[config.mk]
export PLATFORM = sky130hd
export DESIGN_NAME = shade_pixel_streamer
export DESIGN_NICKNAME = d
export VERILOG_FILES = /design/src/rtl/raymarch_pkg.sv /design/src/rtl/axis_skid_buffer.sv /design/src/rtl/shade_pixel_streamer.sv
export SDC_FILE = /design/constraint.sdc
export NUM_CORES = 1
export LEC_CHECK = 0
export BUFFER_PORTS_ARGS = -buffer_cell sky130_fd_sc_hd__buf_4
export CAP_MARGIN = 10
export CORE_MARGIN = 5
export CORE_UTILIZATION = 46
export DETAILED_ROUTE_END_ITERATION = 12
export HOLD_SLACK_MARGIN = 0.12
export PLACE_DENSITY = 0.65
export SETUP_SLACK_MARGIN = 0.02
export SLEW_MARGIN = 30
export SYNTH_ARGS = -nofsm -noshare
export SYNTH_HDL_FRONTEND = slang
export SYNTH_HIERARCHICAL = 1
export SYNTH_SLANG_ARGS = --single-unit
export TNS_END_PERCENT = 10
[constraint.sdc]
create_clock -name clk -period 2.48 [get_ports clk]
set_clock_uncertainty 0.2 [all_clocks]
set_input_delay 0.248 -clock clk [delete_from_list [all_inputs] [get_ports clk]]
set_output_delay 0.248 -clock clk [all_outputs]
set_load 0.02 [all_outputs]
[src/rtl/raymarch_pkg.sv]
// Shared types for the shading-stage output path: pixel/word layouts and packer phases.
package raymarch_pkg;

  localparam int PIX_WIDTH   = 24;
  localparam int TDATA_WIDTH = 32;

  typedef struct packed {
    logic [7:0] r;
    logic [7:0] g;
    logic [7:0] b;
  } rgb_t;

  // eof rides along with each word so frame_done can fire on the downstream accept.
  typedef struct packed {
    logic [TDATA_WIDTH-1:0] tdata;
    logic                   tuser;
    logic                   tlast;
    logic                   eof;
  } axis_word_t;

  typedef enum logic [1:0] {
    PH0 = 2'd0,
    PH1 = 2'd1,
    PH2 = 2'd2,
    PH3 = 2'd3
  } pack_phase_t;

endpackage

[src/rtl/axis_skid_buffer.sv]
// Generic two-entry skid buffer; upstream ready is registered and reflects space after this cycle.
module axis_skid_buffer #(
  parameter type T = logic [7:0]
) (
  input  logic clk,
  input  logic rst,
  input  T     in_data,
  input  logic in_valid,
  output logic in_ready,
  output T     out_data,
  output logic out_valid,
  input  logic out_ready
);

  logic [1:0] cnt;
  logic [1:0] cnt_nxt;
  logic       push;
  logic       pop;
  T           skid_q;

  assign push      = in_valid && in_ready;
  assign out_valid = (cnt != 2'd0);
  assign pop       = out_valid && out_ready;
  assign cnt_nxt   = cnt + {1'b0, push} - {1'b0, pop};

  // out_data is the head entry; skid_q only ever holds the second-oldest word.
  always_ff @(posedge clk or posedge rst) begin
    if (rst) begin
      cnt      <= 2'd0;
      in_ready <= 1'b0;
      out_data <= '0;
      skid_q   <= '0;
    end else begin
      cnt      <= cnt_nxt;
      in_ready <= (cnt_nxt != 2'd2);
      if (pop) begin
        if (cnt == 2'd2) begin
          out_data <= skid_q;
          if (push) skid_q <= in_data;
        end else if (push) begin
          out_data <= in_data;
        end
      end else if (push) begin
        if (cnt == 2'd0) out_data <= in_data;
        else             skid_q   <= in_data;
      end
    end
  end

endmodule

[src/rtl/shade_pixel_streamer.sv]
// Shading-stage pixel sink to AXI4-Stream video with SOF/EOL markers.
// Define SHADE_RGB_PACK_EN to pack four 24-bit pixels into three 32-bit words.
//
// Packer phases (SHADE_RGB_PACK_EN only):
//   state | meaning
//   PH0   | p0 captured into carry, no word emitted
//   PH1   | emit W0 = {p1[7:0], p0}, carry p1[23:8]
//   PH2   | emit W1 = {p2[15:0], p1[23:8]}, carry p2[23:16]
//   PH3   | emit W2 = {p3, p2[23:16]}, group complete
module shade_pixel_streamer
  import raymarch_pkg::*;
#(
  parameter int X_RES       = 640,
  parameter int Y_RES       = 480,
  parameter int PIX_WIDTH   = 24,
  parameter int TDATA_WIDTH = 32
) (
  input  logic                   clk,
  input  logic                   rst,
  input  logic [PIX_WIDTH-1:0]   pix_in,
  input  logic                   pix_valid,
  output logic                   pix_ready,
  output logic [TDATA_WIDTH-1:0] m_axis_tdata,
  output logic                   m_axis_tvalid,
  input  logic                   m_axis_tready,
  output logic                   m_axis_tuser,
  output logic                   m_axis_tlast,
  output logic                   frame_done
);

  localparam int XW = $clog2(X_RES);
  localparam int YW = (Y_RES > 1) ? $clog2(Y_RES) : 1;

  if (PIX_WIDTH != 24 || TDATA_WIDTH != 32) begin : g_bad_width
    $error("shade_pixel_streamer supports only 24-bit pixels and 32-bit words");
  end

  logic [XW-1:0]          x_cnt;
  logic [YW-1:0]          y_cnt;
  logic                   x_last;
  logic                   y_last;
  logic                   accept;
  logic                   emit;
  logic [TDATA_WIDTH-1:0] word_data;
  logic                   word_user;
  logic                   word_last;
  axis_word_t             in_word;
  axis_word_t             out_word;

  assign x_last = (x_cnt == XW'(X_RES - 1));
  assign y_last = (y_cnt == YW'(Y_RES - 1));
  assign accept = pix_valid && pix_ready;

  always_ff @(posedge clk or posedge rst) begin
    if (rst) begin
      x_cnt <= '0;
      y_cnt <= '0;
    end else if (accept) begin
      if (x_last) begin
        x_cnt <= '0;
        y_cnt <= y_last ? '0 : y_cnt + 1'b1;
      end else begin
        x_cnt <= x_cnt + 1'b1;
      end
    end
  end

`ifdef SHADE_RGB_PACK_EN
  if (X_RES % 4 != 0) begin : g_bad_xres
    $error("X_RES must be a multiple of 4 when RGB packing is enabled");
  end

  pack_phase_t phase;
  logic [23:0] carry;

  always_ff @(posedge clk or posedge rst) begin
    if (rst) begin
      phase <= PH0;
      carry <= '0;
    end else if (accept) begin
      case (phase)
        PH0: begin carry <= pix_in;                   phase <= PH1; end
        PH1: begin carry <= {8'h00, pix_in[23:8]};    phase <= PH2; end
        PH2: begin carry <= {16'h0000, pix_in[23:16]}; phase <= PH3; end
        PH3: begin                                    phase <= PH0; end
        default: phase <= PH0;
      endcase
    end
  end

  // Groups are line-aligned, so a frame's first W0 is emitted at x=1, y=0.
  always_comb begin
    emit      = 1'b0;
    word_data = '0;
    word_user = 1'b0;
    word_last = 1'b0;
    case (phase)
      PH1: begin
        emit      = 1'b1;
        word_data = {pix_in[7:0], carry};
        word_user = (x_cnt == XW'(1)) && (y_cnt == '0);
      end
      PH2: begin
        emit      = 1'b1;
        word_data = {pix_in[15:0], carry[15:0]};
      end
      PH3: begin
        emit      = 1'b1;
        word_data = {pix_in, carry[7:0]};
        word_last = x_last;
      end
      default: emit = 1'b0;
    endcase
  end
`else
  assign emit      = 1'b1;
  assign word_data = {8'h00, pix_in};
  assign word_user = (x_cnt == '0) && (y_cnt == '0);
  assign word_last = x_last;
`endif

  always_comb begin
    in_word       = '0;
    in_word.tdata = word_data;
    in_word.tuser = word_user;
    in_word.tlast = word_last;
    in_word.eof   = word_last && y_last;
  end

  // PH0 pixels are accepted without pushing, so the buffer only sees emitting cycles.
  axis_skid_buffer #(
    .T(axis_word_t)
  ) u_skid (
    .clk       (clk),
    .rst       (rst),
    .in_data   (in_word),
    .in_valid  (pix_valid && emit),
    .in_ready  (pix_ready),
    .out_data  (out_word),
    .out_valid (m_axis_tvalid),
    .out_ready (m_axis_tready)
  );

  assign m_axis_tdata = out_word.tdata;
  assign m_axis_tuser = out_word.tuser;
  assign m_axis_tlast = out_word.tlast;

  always_ff @(posedge clk or posedge rst) begin
    if (rst) frame_done <= 1'b0;
    else     frame_done <= m_axis_tvalid && m_axis_tready && out_word.eof;
  end

endmodule

==> results of run 1 <==
==> power breakdown <==
| part | switching, mW | internal (mW) |
|---|---|---|
| combinational | 1.12 | 1.43 |
| sequential | 0.374 | 2.13 |
| clock | 0.510 | 0.568 |
==> worst reg2reg max path: cells and delay by family (launching register included) <==
family / cells / cell delay [ns]
adders and majority gates: 1 / 0.26
and+or+nand+nor: 3 / 0.70
buffers and inverters: 2 / 0.23
DFF: 1 / 0.43
muxes: 1 / 0.31
AOI/OAI and AO/OA: 1 / 0.10
==> cells in the final DEF, fill, tap and decap left out, types with 3 or more instances in the layout <==
cell type,n
nand2_1,13
conb_1,16
clkbuf_8,9
nand4_1,7
nor2_1,7
dfrtp_1,93
o21ai_0,6
buf_4,69
buf_12,5
and3_1,6
nor3_1,3
mux2_2,90
nand3_1,5
ha_1,7
nand3b_1,3
inv_1,7
dlygate4sd3_1,27
mux2_4,10
mux2_1,7
xnor2_1,8
==> state kept, by name (all words and copies together) (netlist names) <==
signal / cells
u_skid/out_data: 35
u_skid/skid_q: 35
x_cnt: 10
y_cnt: 9
u_skid/cnt: 2
frame_done: 1
u_skid/in_ready: 1
==> final cells by class <==
class                      count  area (sq um)
fill                         776          3660
sequential                    93          2330
multi-input combinational    218          2000
timing repair buffer         101           888
tap                          129           161
clock buffer                  10           128
clock inverter                 6          86.3
inverter                       8          30.0
==> logic make-up after synthesis <==
| kind of cell | share of synthesized area (%) |
|---|---|
| xor gates and xnor gates | 1.98 |
| AOI/OAI and AO/OA | 2.46 |
| DFF | 52.7 |
| and+or+nand+nor | 8.95 |
| adders and majority gates | 1.98 |
| muxes | 28.4 |
| buffers and inverters | 3.48 |
| other | 0.0849 |
==> how the worst min path moves through the flow <==
stage / cells past startpoint / start / to / slack (ns)
global route: 1 / u_skid/skid_q[29]$_DFFE_PP0P_ / u_skid/skid_q[29]$_DFFE_PP0P_ / 0.31
finish: 1 / u_skid/skid_q[29]$_DFFE_PP0P_ / u_skid/skid_q[29]$_DFFE_PP0P_ / 0.29
CTS: 1 / u_skid/skid_q[30]$_DFFE_PP0P_ / u_skid/skid_q[30]$_DFFE_PP0P_ / 0.30
detailed placement: 3 / rst / u_skid/in_ready$_DFF_PP0_ / 0.18
floorplan: 1 / rst / frame_done$_DFF_PP0_ / 0.01
global placement: 3 / rst / u_skid/in_ready$_DFF_PP0_ / 0.17
==> metal layers <==
layer / global-route usage [%] / vias to the layer above / wire length [um]
li1: - / 1343 / -
met5: 0 / - / 0
met4: 4.60 / 0 / 90
met2: 26.2 / 48 / 4250
met3: 4.84 / 8 / 374
met1: 19.0 / 1432 / 3660
==> metrics by stage <==
stage / area [sq um] / setup WS [ns]
floorplan: 4470 / 0.179
global placement: 5140 / 0.194
detailed placement: 5140 / 0.153
CTS: 5620 / 0.137
global route: 5620 / 0.0456
finish: 5620 / 0.154
==> cell usage after synthesis, types with 6 or more instances <==
cell type  instances
and3_1             6
buf_6             10
dfrtp_1           93
ha_1               7
inv_1              8
mux2_1             7
mux2_2            90
mux2_4            10
nand2_1           13
nand4_1            7
nor2_1             7
o21ai_0            6
xnor2_1            8
==> what timing repair did <==
item	4_1_cts	5_1_grt
setup endpoints to repair	0	0
hold endpoints to repair	144	0
hold buffers	27	0
==> flow_results.org, run 1 <==
** Clocking
- Number of CTS-inserted buffers :: 9
- Once the clock tree was built, the resizer swapped 0 gates to a different size.
- Clock Sink Count :: 93
- Clock latency on the worst-skew pair, taken at its later pin, is ~0.35 ns.
- TritonCTS built the clock tree.
- In this run the number of H-tree levels came out at 3.
- Clock root buffer :: clkbuf_8
- Clock transition at the registers of the reported paths :: roughly 0.09 ns
- Max Buffers Root-to-Sink :: 2
- Post CTS Setup Buffer Count :: 0

** Setup path
- Slowest cell on the critical path :: dfrtp_1
- Signal arrival time at the worst endpoint :: roughly 2.4 ns
- Critical Path Start Type :: flop
- Data required time at the worst endpoint :: 2.52 ns
- The endpoint identified for the worst register-to-register timing path is u_skid/out_data[16]$_DFFE_PP0P_.
- Crit. Startpoint :: u_skid/cnt[1]$_DFF_PP0_
- FF-to-FF path depth :: 8
- Along the worst path, the maximum fanout reaches 17.
- Destination of the critical timing path :: u_skid/out_data[16]$_DFFE_PP0P_
- The kind of cell with the highest combined delay along the critical path is simple AND/OR/NAND/NOR gates.
- Traced cell by cell, the critical path runs through or2_2, and2_1, inv_1, ha_1, nand3b_1, o22ai_4, buf_12, mux2_4.
- The worst setup path is captured at a flop.
- WP buf/inv :: 2
- Setup slack on the worst reg-to-reg path comes out at around 0.15 ns.
- Startpoint of the most critical register-to-register path :: u_skid/cnt[1]$_DFF_PP0_
- In this design, the stage delay of the slowest critical-path cell is 0.43 ns.
- Category of the most critical setup path :: flop to flop
- Number of gates on the worst path with buffers counted :: 8

** Floorplanning
- The floorplan has 35 rows.
- Starting density of the core :: between 40% and 50%
- Number of I/O pins :: 65
- Die boundary width :: between 100 and 150 um
- The die covers between 10000 and 15000 sq um.
- Core box area :: 9280 sq um
- Die extent in y :: between 100 and 150 um

** Power
- VDD sags by at most 673 uV.
- Dividing total power by cell area gives a power density of 1090 nW/um^2.
- Summed over all cells, the static leakage comes to 2.56 nW.
- PnR Total Power :: a little over 6 mW

** Synth
- The largest total area in the synthesized netlist belongs to dfrtp_1.
- Synth area leaders :: dfrtp_1, mux2_2, mux2_4, buf_6, ha_1
- In this run the cell area of the synthesized design comes to approximately 4400 sq um.
- Flop and latch count out of synthesis :: 93
- Summing the sequential cell areas from Yosys gives 52.7% of the chip area.
- Number of enable-type register cells in the synthesized netlist :: 0
- Primary flip-flop cell chosen by synthesis mapping :: dfrtp_1
- Total of warnings raised by yosys :: 6
- Of the post-synthesis cell area, the dominant cell type holds 52.7%.
- Distinct cell type count of the synthesized netlist :: 42
- Counting flops with an async set or reset pin after synthesis yields a share of between 90% and 100%.
- Synthesis produced a netlist whose cell count is approximately 320.
- Synth Area per Inst :: 14.0 sq um

** STA
- At the pin with the least slew margin, the transition time is 0.769 ns.
- Setup violations remaining at the end of the flow were counted as 0.
- Hold is met by between 0.2 and 0.3 ns.
- Subtracting the final worst setup slack from the clock period gives 2.33 ns.
- The total count of max-transition violations in the final report came to 0.
- Headroom to the max-slew limit came out at 48.7%.
- Number of hold violations in the final report :: 0
- Based on the critical path, the design can be clocked at up to roughly 0.43 GHz.
- Setup repair after global routing left no endpoint under its margin.
- For the final routed database, the setup TNS stands at 0 ns.
- Final clock period utilization by the worst path :: 93.8%

** Detailed routing
- The routed layout has 2831 vias.
- The count of nets left with antenna violations once routing finished came out at 0.
- After detailed routing, the number of remaining DRC violations is 0.
- Routed len/inst :: ~15 um
- The first detailed-routing pass ran for 4 iterations.
- For this block, the initial DRC count from the detailed router was 76.
- Wire length reported by the detailed router :: between 8 and 9 mm
- After detailed routing, the number of vias per cell comes to about 5.

** Global routing
- Largest net degree at the start of global routing :: 74
- Summed over all layers, the global routing overflow is 0.
- Global Route Usage Sum :: ~15%
- The number of global-route vias before repair is approximately 3000.
- The first global-routing pass estimated roughly 14 mm of wire.
- The initial antenna violation count was 0.

** Layout
- In the final design database the tool counted between 400 and 500 nets.
- The repair_antennas step left the layout with diodes totalling 0.
- Relative to the synthesized area, the layout overhead comes to 27.3%.
- The finished layout holds between 500 and 600 standard cells, fillers aside.
- Share of post-route cells with drive strength above 1 :: 45.2%
- Final design utilization :: approximately 61%

** Place
- The wire-length estimate of the detail-placed layout is 5.62 mm.
- Placed instance count :: 522
- Routability Congestion :: 0.814
- Buffers placed on the I/O ports in this run total 64.

** Outcome
- The flow ran to the end, and the final reports show no timing, DRC or antenna violations.

** Job
- Number of max-cap violations :: 0

** Worst hold path
- Worst min-delay path category :: flop to flop
No activity file was read; power rests on OpenSTA's default activity.
==> inputs of run 2 (changes only) <==
ABC_AREA = 1   (was not set)
PLACE_DENSITY = 0.64   (was 0.65)
==> flow_results.org, run 2 <==
** Synth
- Share of synthesized area occupied by flip-flops and latches :: about half
- The synthesized netlist contains 28 unique library cells.
- Cell accounting for the most synthesized area :: dfrtp_1
- Count leader, synth :: nand2_1
- Number of enable-type register cells in the synthesized netlist :: 0
- Synth Area per Inst :: 7.41 sq um
- After technology mapping, the gate count stands at roughly 640.
- Yosys attributes the largest share of cell area to dfrtp_1, nand2_1, nand3_1, inv_1, nor2_1.
- During synthesis, Yosys emitted a total of 6 warnings.
- The synthesized design contains between 90 and 100 register bits.
- Of the post-synthesis cell area, the dominant cell type holds about half.
- Cell area after technology mapping :: 4710 sq um
- Of all flip-flops after synthesis, the portion carrying an async set or reset was 100%.
- Primary flip-flop cell chosen by synthesis mapping :: dfrtp_1
- Most common library cells after synthesis :: nand2_1, dfrtp_1, nand3_1

** Setup path
- The setup path with the least slack is of type flop to flop.
- Signal arrival time at the worst endpoint :: between 2 and 2.5 ns
- For the worst flop-to-flop path, the logic depth is 9.
- Along the worst path, the maximum fanout reaches 22.
- Setup slack on the worst reg-to-reg path comes out at about 0.28 ns.
- Type of element capturing the critical path :: flop
- CP dominant cell by count :: nor2_1
- Among all stages on the critical path, the largest delay is contributed by dfrtp_1.
- In this run the critical register-to-register path is launched from u_skid/cnt[0]$_DFF_PP0_.
- The worst register-to-register path ends at u_skid/skid_q[15]$_DFFE_PP0P_.
- At the worst endpoint, the required time is approximately 2.5 ns.
- Walking the worst path, the cells encountered are nor2_1, nor2_1, inv_1, ha_1, nor2_1, nand3_2, buf_12, nand2_1, nand2_1.
- Worst path max stage delay :: ~0.50 ns
- Critical Path Start Type :: flop

** STA
- Measured against its own limit, the worst slew margin works out to 46.7%.
- Slew Limit Fails :: 0
- Setup repair after global routing left no endpoint under its margin.
- Total negative slack :: 0 ns
- Setup violations remaining at the end of the flow were counted as 0.
- Worst hold margin :: 0.281 ns
- At the pin with the least slew margin, the transition time is roughly 0.8 ns.
- Maximum clock frequency :: roughly 0.46 GHz
- Period minus WS final :: approximately 2.2 ns
- Dividing the final minimum period by the clock period gives about nine tenths.
- Number of hold violations in the final report :: 0

** Floorplanning
- Core box area :: just over 10000 sq um
- Cell row count :: 37
- Die boundary width :: between 100 and 150 um
- Number of I/O pins :: 65
- The die covers 12400 sq um.
- Starting density of the core :: a little under half
- Measured along the y axis, the die boundary spans between 100 and 150 um.

** Power
- Leakage :: roughly 3.2 nW
- VDD sags by at most around 450 uV.
- In this run the power density over the cells is ~1100 nW/um^2.

** Global routing
- Entering global routing, the biggest net connects between 70 and 80 pins.
- Global routing used between 10% and 20% of the available tracks.
- Number of global-route vias before repair :: 4332
- Total congestion overflow after global routing :: 0
- The first global-routing pass estimated between 20 and 25 mm of wire.
- The initial antenna violation count came to 0.

** Worst hold path
- Number of cells on the worst hold path :: 2
- Worst min-delay path category :: flop to flop
- The startpoint identified for the worst hold timing path is u_skid/skid_q[21]$_DFFE_PP0P_.
- The path with the worst hold slack has its endpoint at u_skid/skid_q[21]$_DFFE_PP0P_.

** Detailed routing
- The count of nets left with antenna violations once routing finished came out at 0.
- Initial detailed-routing violation count :: between 150 and 200
- Number of vias in the routed layout :: around 4200
- For this run, the detailed router's first-pass iteration total came to 4.
- Vias per cell :: approximately 4.8
- Wire length reported by the detailed router :: between 10 and 15 mm
- Routed len/inst :: ~13 um
- For this run, design rule violations remaining after detail routing come to 0.

** Job
- Max-cap violations in this run came to 0.

** Clocking
- Clock transition at the registers of the reported paths :: around 0.090 ns
- Clock root buffer :: clkbuf_8
- Clock Sink Count :: a little over 90
- TritonCTS clock tree :: built
- The number of clock buffers added by TritonCTS is 9.
- Number of levels in the clock H-tree :: 3
- Max Buffers Root-to-Sink :: 2
- Clock latency on the worst-skew pair :: 0.35 ns

** Layout
- Largest registers :: u_skid/out_data: 35 flops, u_skid/skid_q: 35 flops, x_cnt: 10 flops
- Number of nets at the end of the flow :: 772
- Layout area overhead :: 24.4%
- Share of post-route cells with drive strength above 1 :: between 10% and 20%
- Most used cells in the layout excluding fill and tap cells :: nand2_1, dfrtp_1, nand3_1
- Most common cell after layout, fill and taps aside :: nand2_1
- 0 antenna diodes ended up in the layout.

** Outcome
- Run status :: finished, final reports clean

** Place
- The HPWL after detailed placement is between 7 and 8 mm.
- Routability Congestion :: 0.850
- During placement, the flow inserted port buffers numbering 64.
[run 2: what timing repair did]
| action | in CTS | in global routing |
|---|---|---|
| buffers inserted | 0 | 0 |
| gates resized for setup | 0 | 0 |
| hold buffers | 26 | 0 |
| endpoints found under the hold margin | 143 | 0 |
| setup endpoints to repair | 0 | 0 |
[run 2: how the worst max path moves through the flow]
stage,startpoint,to,cells past startpoint
floorplan,rst,u_skid/cnt[0]$_DFF_PP0_,1
global placement,u_skid/cnt[0]$_DFF_PP0_,u_skid/skid_q[14]$_DFFE_PP0P_,9
detailed placement,u_skid/cnt[0]$_DFF_PP0_,u_skid/skid_q[31]$_DFFE_PP0P_,9
CTS,u_skid/cnt[0]$_DFF_PP0_,u_skid/skid_q[15]$_DFFE_PP0P_,9
global route,u_skid/cnt[0]$_DFF_PP0_,u_skid/skid_q[14]$_DFFE_PP0P_,9
finish,u_skid/cnt[0]$_DFF_PP0_,u_skid/skid_q[15]$_DFFE_PP0P_,9
[run 2: cell families (layout without fill, tap and decap cells)]
kind of cell	after synthesis	in the layout	share of synthesized area, %
other	1	16	0.0796
XOR/XNOR	4	4	0.744
buffers and inverters	63	154	5.95
AND/OR/NAND/NOR	457	457	40.8
flip-flops	93	93	49.4
AO/OA/AOI/OAI	10	10	1.12
adder cells (fa/ha/maj)	7	7	1.86
[run 2: layout make-up]
cell class              instances  area [sq um]
repair buffers                101           861
clock buffers                  12           155
flip-flops and latches         93          2330
fillers                       963          4280
well taps                     136           170
inverters                      38           144
multi-input cells             494          2160
clock inverters                 3          45.0
[run 2: critical path, delay by kind of cell, from the launching register on]
family	cells	cell delay [ns]
simple gates	6	0.86
buf+inv	2	0.34
fa+ha+maj	1	0.19
flops	1	0.50
[run 2: through the flow]
step	setup WS (ns)	utilization, %	cell area, sq um	total power [mW]	std cells
3_5_place_dp	0.295	53.3	5400	5.27	836
4_1_cts	0.260	57.8	5860	6.36	877
3_3_place_gp	0.414	53.3	5400	5.19	836
5_1_grt	0.104	57.8	5860	6.83	877
2_1_floorplan	0.179	-	4760	4.33	650
6_report	0.284	57.8	5860	6.29	877
[run 2: routing by layer]
| metal | up-vias | global-route usage [%] | share of wire (%) |
|---|---|---|---|
| li1 | 2167 | - | - |
| met1 | 1968 | 25.4 | 47 |
| met2 | 81 | 32.2 | 47 |
| met3 | 12 | 3.17 | 4.7 |
| met4 | 0 | 7.38 | 1.5 |
| met5 | - | 0 | 0 |
[run 2: power breakdown]
group | internal, mW | switching [mW]
Sequential | 2.10 | 0.384
Combinational | 1.03 | 1.74
Clock | 0.516 | 0.514
Total | 3.65 | 2.64
==> inputs of run 3 (changes only) <==
BUFFER_PORTS_ARGS = not set   (was -buffer_cell sky130_fd_sc_hd__buf_4)
DONT_BUFFER_PORTS = 1   (was not set)
PLACE_DENSITY = 0.59   (was 0.64)
==> flow_results.org, run 3 (same netlist as run 2, synthesis figures left out) <==
** Global routing
- Initial antenna violation count :: 0
- Global Route Usage Sum :: between 10% and 20%
- Global-route wire length before repair :: ~20 mm
- Total congestion overflow after global routing :: 0
- Largest net degree at the start of global routing :: 42
- The number of global-route vias before repair was 4000.

** Clocking
- Clock root buffer :: clkbuf_8
- The clock net in this run drives a total of just over 90 sinks.
- Resized Gates After CTS :: 0
- Clock transition at the registers of the reported paths :: 0.10 ns
- The number of clock buffers added by TritonCTS is 9.
- Clock latency on the worst-skew pair :: 0.37 ns
- TritonCTS clock tree :: built
- Number of levels in the clock H-tree :: 3
- In this run the deepest clock path goes through 2 buffers.

** Floorplanning
- Core box area :: ~10000 sq um
- For this design the top-level I/O count stands at 65.
- Measured along the y axis, the die boundary spans roughly 110 um.
- Once the floorplan was initialized, standard cells occupied between 40% and 50% of the core.
- Cell row count :: 37
- From left edge to right edge, the die measures around 110 um.
- Die Footprint :: 12400 sq um

** Setup path
- Type of element capturing the critical path :: flop
- WP buf/inv :: 3
- Tracing the worst setup path back leads to its startpoint at u_skid/cnt[0]$_DFF_PP0_.
- Cell class contributing the biggest share of worst-path delay :: simple AND/OR/NAND/NOR gates
- In this run the critical register-to-register path is launched from u_skid/cnt[0]$_DFF_PP0_.
- FF-to-FF path depth :: 10
- Slowest cell on the critical path :: dfrtp_1
- Category of the most critical setup path :: flop to flop
- The critical path goes through nor2_1, nor2_1, inv_1, ha_1, inv_1, o21ai_1, nor2_2, buf_12, nand3_1, nand2_1.
- Critical Path Start Type :: flop
- The worst register-to-register path has a setup slack of about 0.37 ns.
- Data on the critical path is required at its endpoint by approximately 2.6 ns.
- Number of gates on the worst path with buffers counted :: 10
- For the worst setup path, the data arrival time is around 2.2 ns.
- On the worst path, the slowest cell contributes a delay of roughly 0.5 ns.
- Top fanout value on the critical path :: 32

** Detailed routing
- Once detail routing completed, the nets flagged for antenna violations numbered 0.
- Dividing the detail-routed wire length by the instance count gives approximately 14 um.
- For this run, the detailed router's first-pass iteration total came to 4.
- The final layout contains routed wiring with a total length of 11.2 mm.
- Initial detailed-routing violation count :: 318
- DRC violations left :: 0
- For this block, the via count after detailed routing is between 4000 and 5000.
- Vias per cell :: 4.94

** Layout
- The largest registers in the layout are u_skid/out_data: 35 flops, u_skid/skid_q: 35 flops, x_cnt: 10 flops.
- The post-route netlist has about 7.0% of its cells at a drive strength greater than 1.
- Diode insertion count for antenna repair :: 0
- Number of nets at the end of the flow :: a little over 700
- Counting the fill cells in the layout gives between 900 and 1000.
- Final design utilization :: a little over half
- From synthesis to final layout, the design area changed by 16.2%.
- Most used cells in the layout excluding fill and tap cells :: nand2_1, dfrtp_1, nand3_1
- Fin area :: around 5500 sq um
- Most common cell after layout, fill and taps aside :: nand2_1

** Place
- Area post-placement :: between 4000 and 5000 sq um
- After legalization and detailed placement, the total HPWL measured around 7.3 mm.
- Input and output buffers added on the ports amount to 0.
- Timing analysis after detailed placement gives a worst setup slack of slightly below 0.4 ns.
- Routability Congestion :: about 0.79

** STA
- Slew Limit Fails :: 0
- Subtracting the final worst setup slack from the clock period gives between 2 and 2.5 ns.
- Pin slew with the least headroom to its limit :: 0.782 ns
- Final clock period utilization by the worst path :: 85.3%
- Total negative slack :: 0 ns
- Number of hold violations in the final report :: 0
- Final Setup Violations :: 0
- In this run the tightest slew margin relative to its limit is roughly 48%.
- Setup repair after global routing missed its margin :: no
- Once routing completed, OpenROAD measured the worst setup slack at about 0.37 ns.
- Derived from the worst setup path, the maximum achievable clock frequency is between 0.4 and 0.5 GHz.

** Job
- Max-cap violations in this run came to 0.

** Outcome
- Run status :: finished, final reports clean

** Worst hold path
- Worst min-delay path category :: input port to flop
- In this run the most critical hold path is launched from m_axis_tready.
- Along the worst hold path, the cell count comes to 5.

** Power
- For this design the ratio of total power to cell area is between 1000 and 1500 nW/um^2.
- Leakage :: 2.98 nW
- Peak ir drop on the vdd network :: ~470 uV
[run 3: cell count changes in the layout (fill, tap and decap cells not counted), sizes merged]
cell / delta
clkbuf: -2
buf: -62
clkinvlp: -2
dlygate4sd3: +2
clkinv: +4
bufinv: +1
[run 3: report_power, final]
part	internal, mW	switching [mW]	total [mW]
Clock	0.604	0.556	1.16
Combinational	0.741	1.36	2.10
Sequential	2.10	0.699	2.80
[run 3: timing repair]
action,in CTS,in global routing
endpoints found under the hold margin,167,0
hold buffers,29,0
setup buffers,0,0
[run 3: path summary, 6_finish.rpt]
path                                                        end
worst max register to register     u_skid/skid_q[6]$_DFFE_PP0P_
worst min-delay path            u_skid/out_data[16]$_DFFE_PP0P_
min in group asynchronous       u_skid/out_data[24]$_DFFE_PP0P_
max in group asynchronous       u_skid/out_data[21]$_DFFE_PP0P_
worst min register to register    u_skid/skid_q[15]$_DFFE_PP0P_
worst max-delay path               u_skid/skid_q[6]$_DFFE_PP0P_
[run 3: final cells by class]
type                       count  area (sq um)  area share, %
clock buffer                  10           138           2.51
clock inverter                 6          95.1           1.74
inverter                      38           145           2.65
multi-input combinational    494          2160           39.4
sequential                    93          2330           42.5
tap                          136           170           3.11
timing repair buffer          41           440           8.05
[run 3: worst register-to-register path, delay by kind of cell, from the launching register on]
kind,cells,cell delay (ns)
buffers and inverters,3,0.39
DFF,1,0.49
and+or+nand+nor,5,0.70
adders and majority gates,1,0.19
AOI/OAI and AO/OA,1,0.09
[run 3: metal layers]
metal  GRT usage, %  vias to the layer above  part of all wire (%)  wire [um]
li1               -                     2042                     -          -
met1           25.8                     1887                    47       5190
met2           30.4                      101                    46       5170
met3           4.69                        9                   6.1        675
met4           5.43                        0                   1.0        114
met5              0                        -                     0          0
[run 3: per-stage QoR]
stage / power (mW) / cells / hold WS, ns
after CTS: 6.14 / 818 / 0.152
final: 6.06 / 818 / 0.160
after global routing: 6.60 / 818 / 0.165
after detailed placement: 4.90 / 773 / 0.0273
after floorplan: 4.33 / 650 / 0.0118
after global placement: 4.81 / 773 / 0.0161
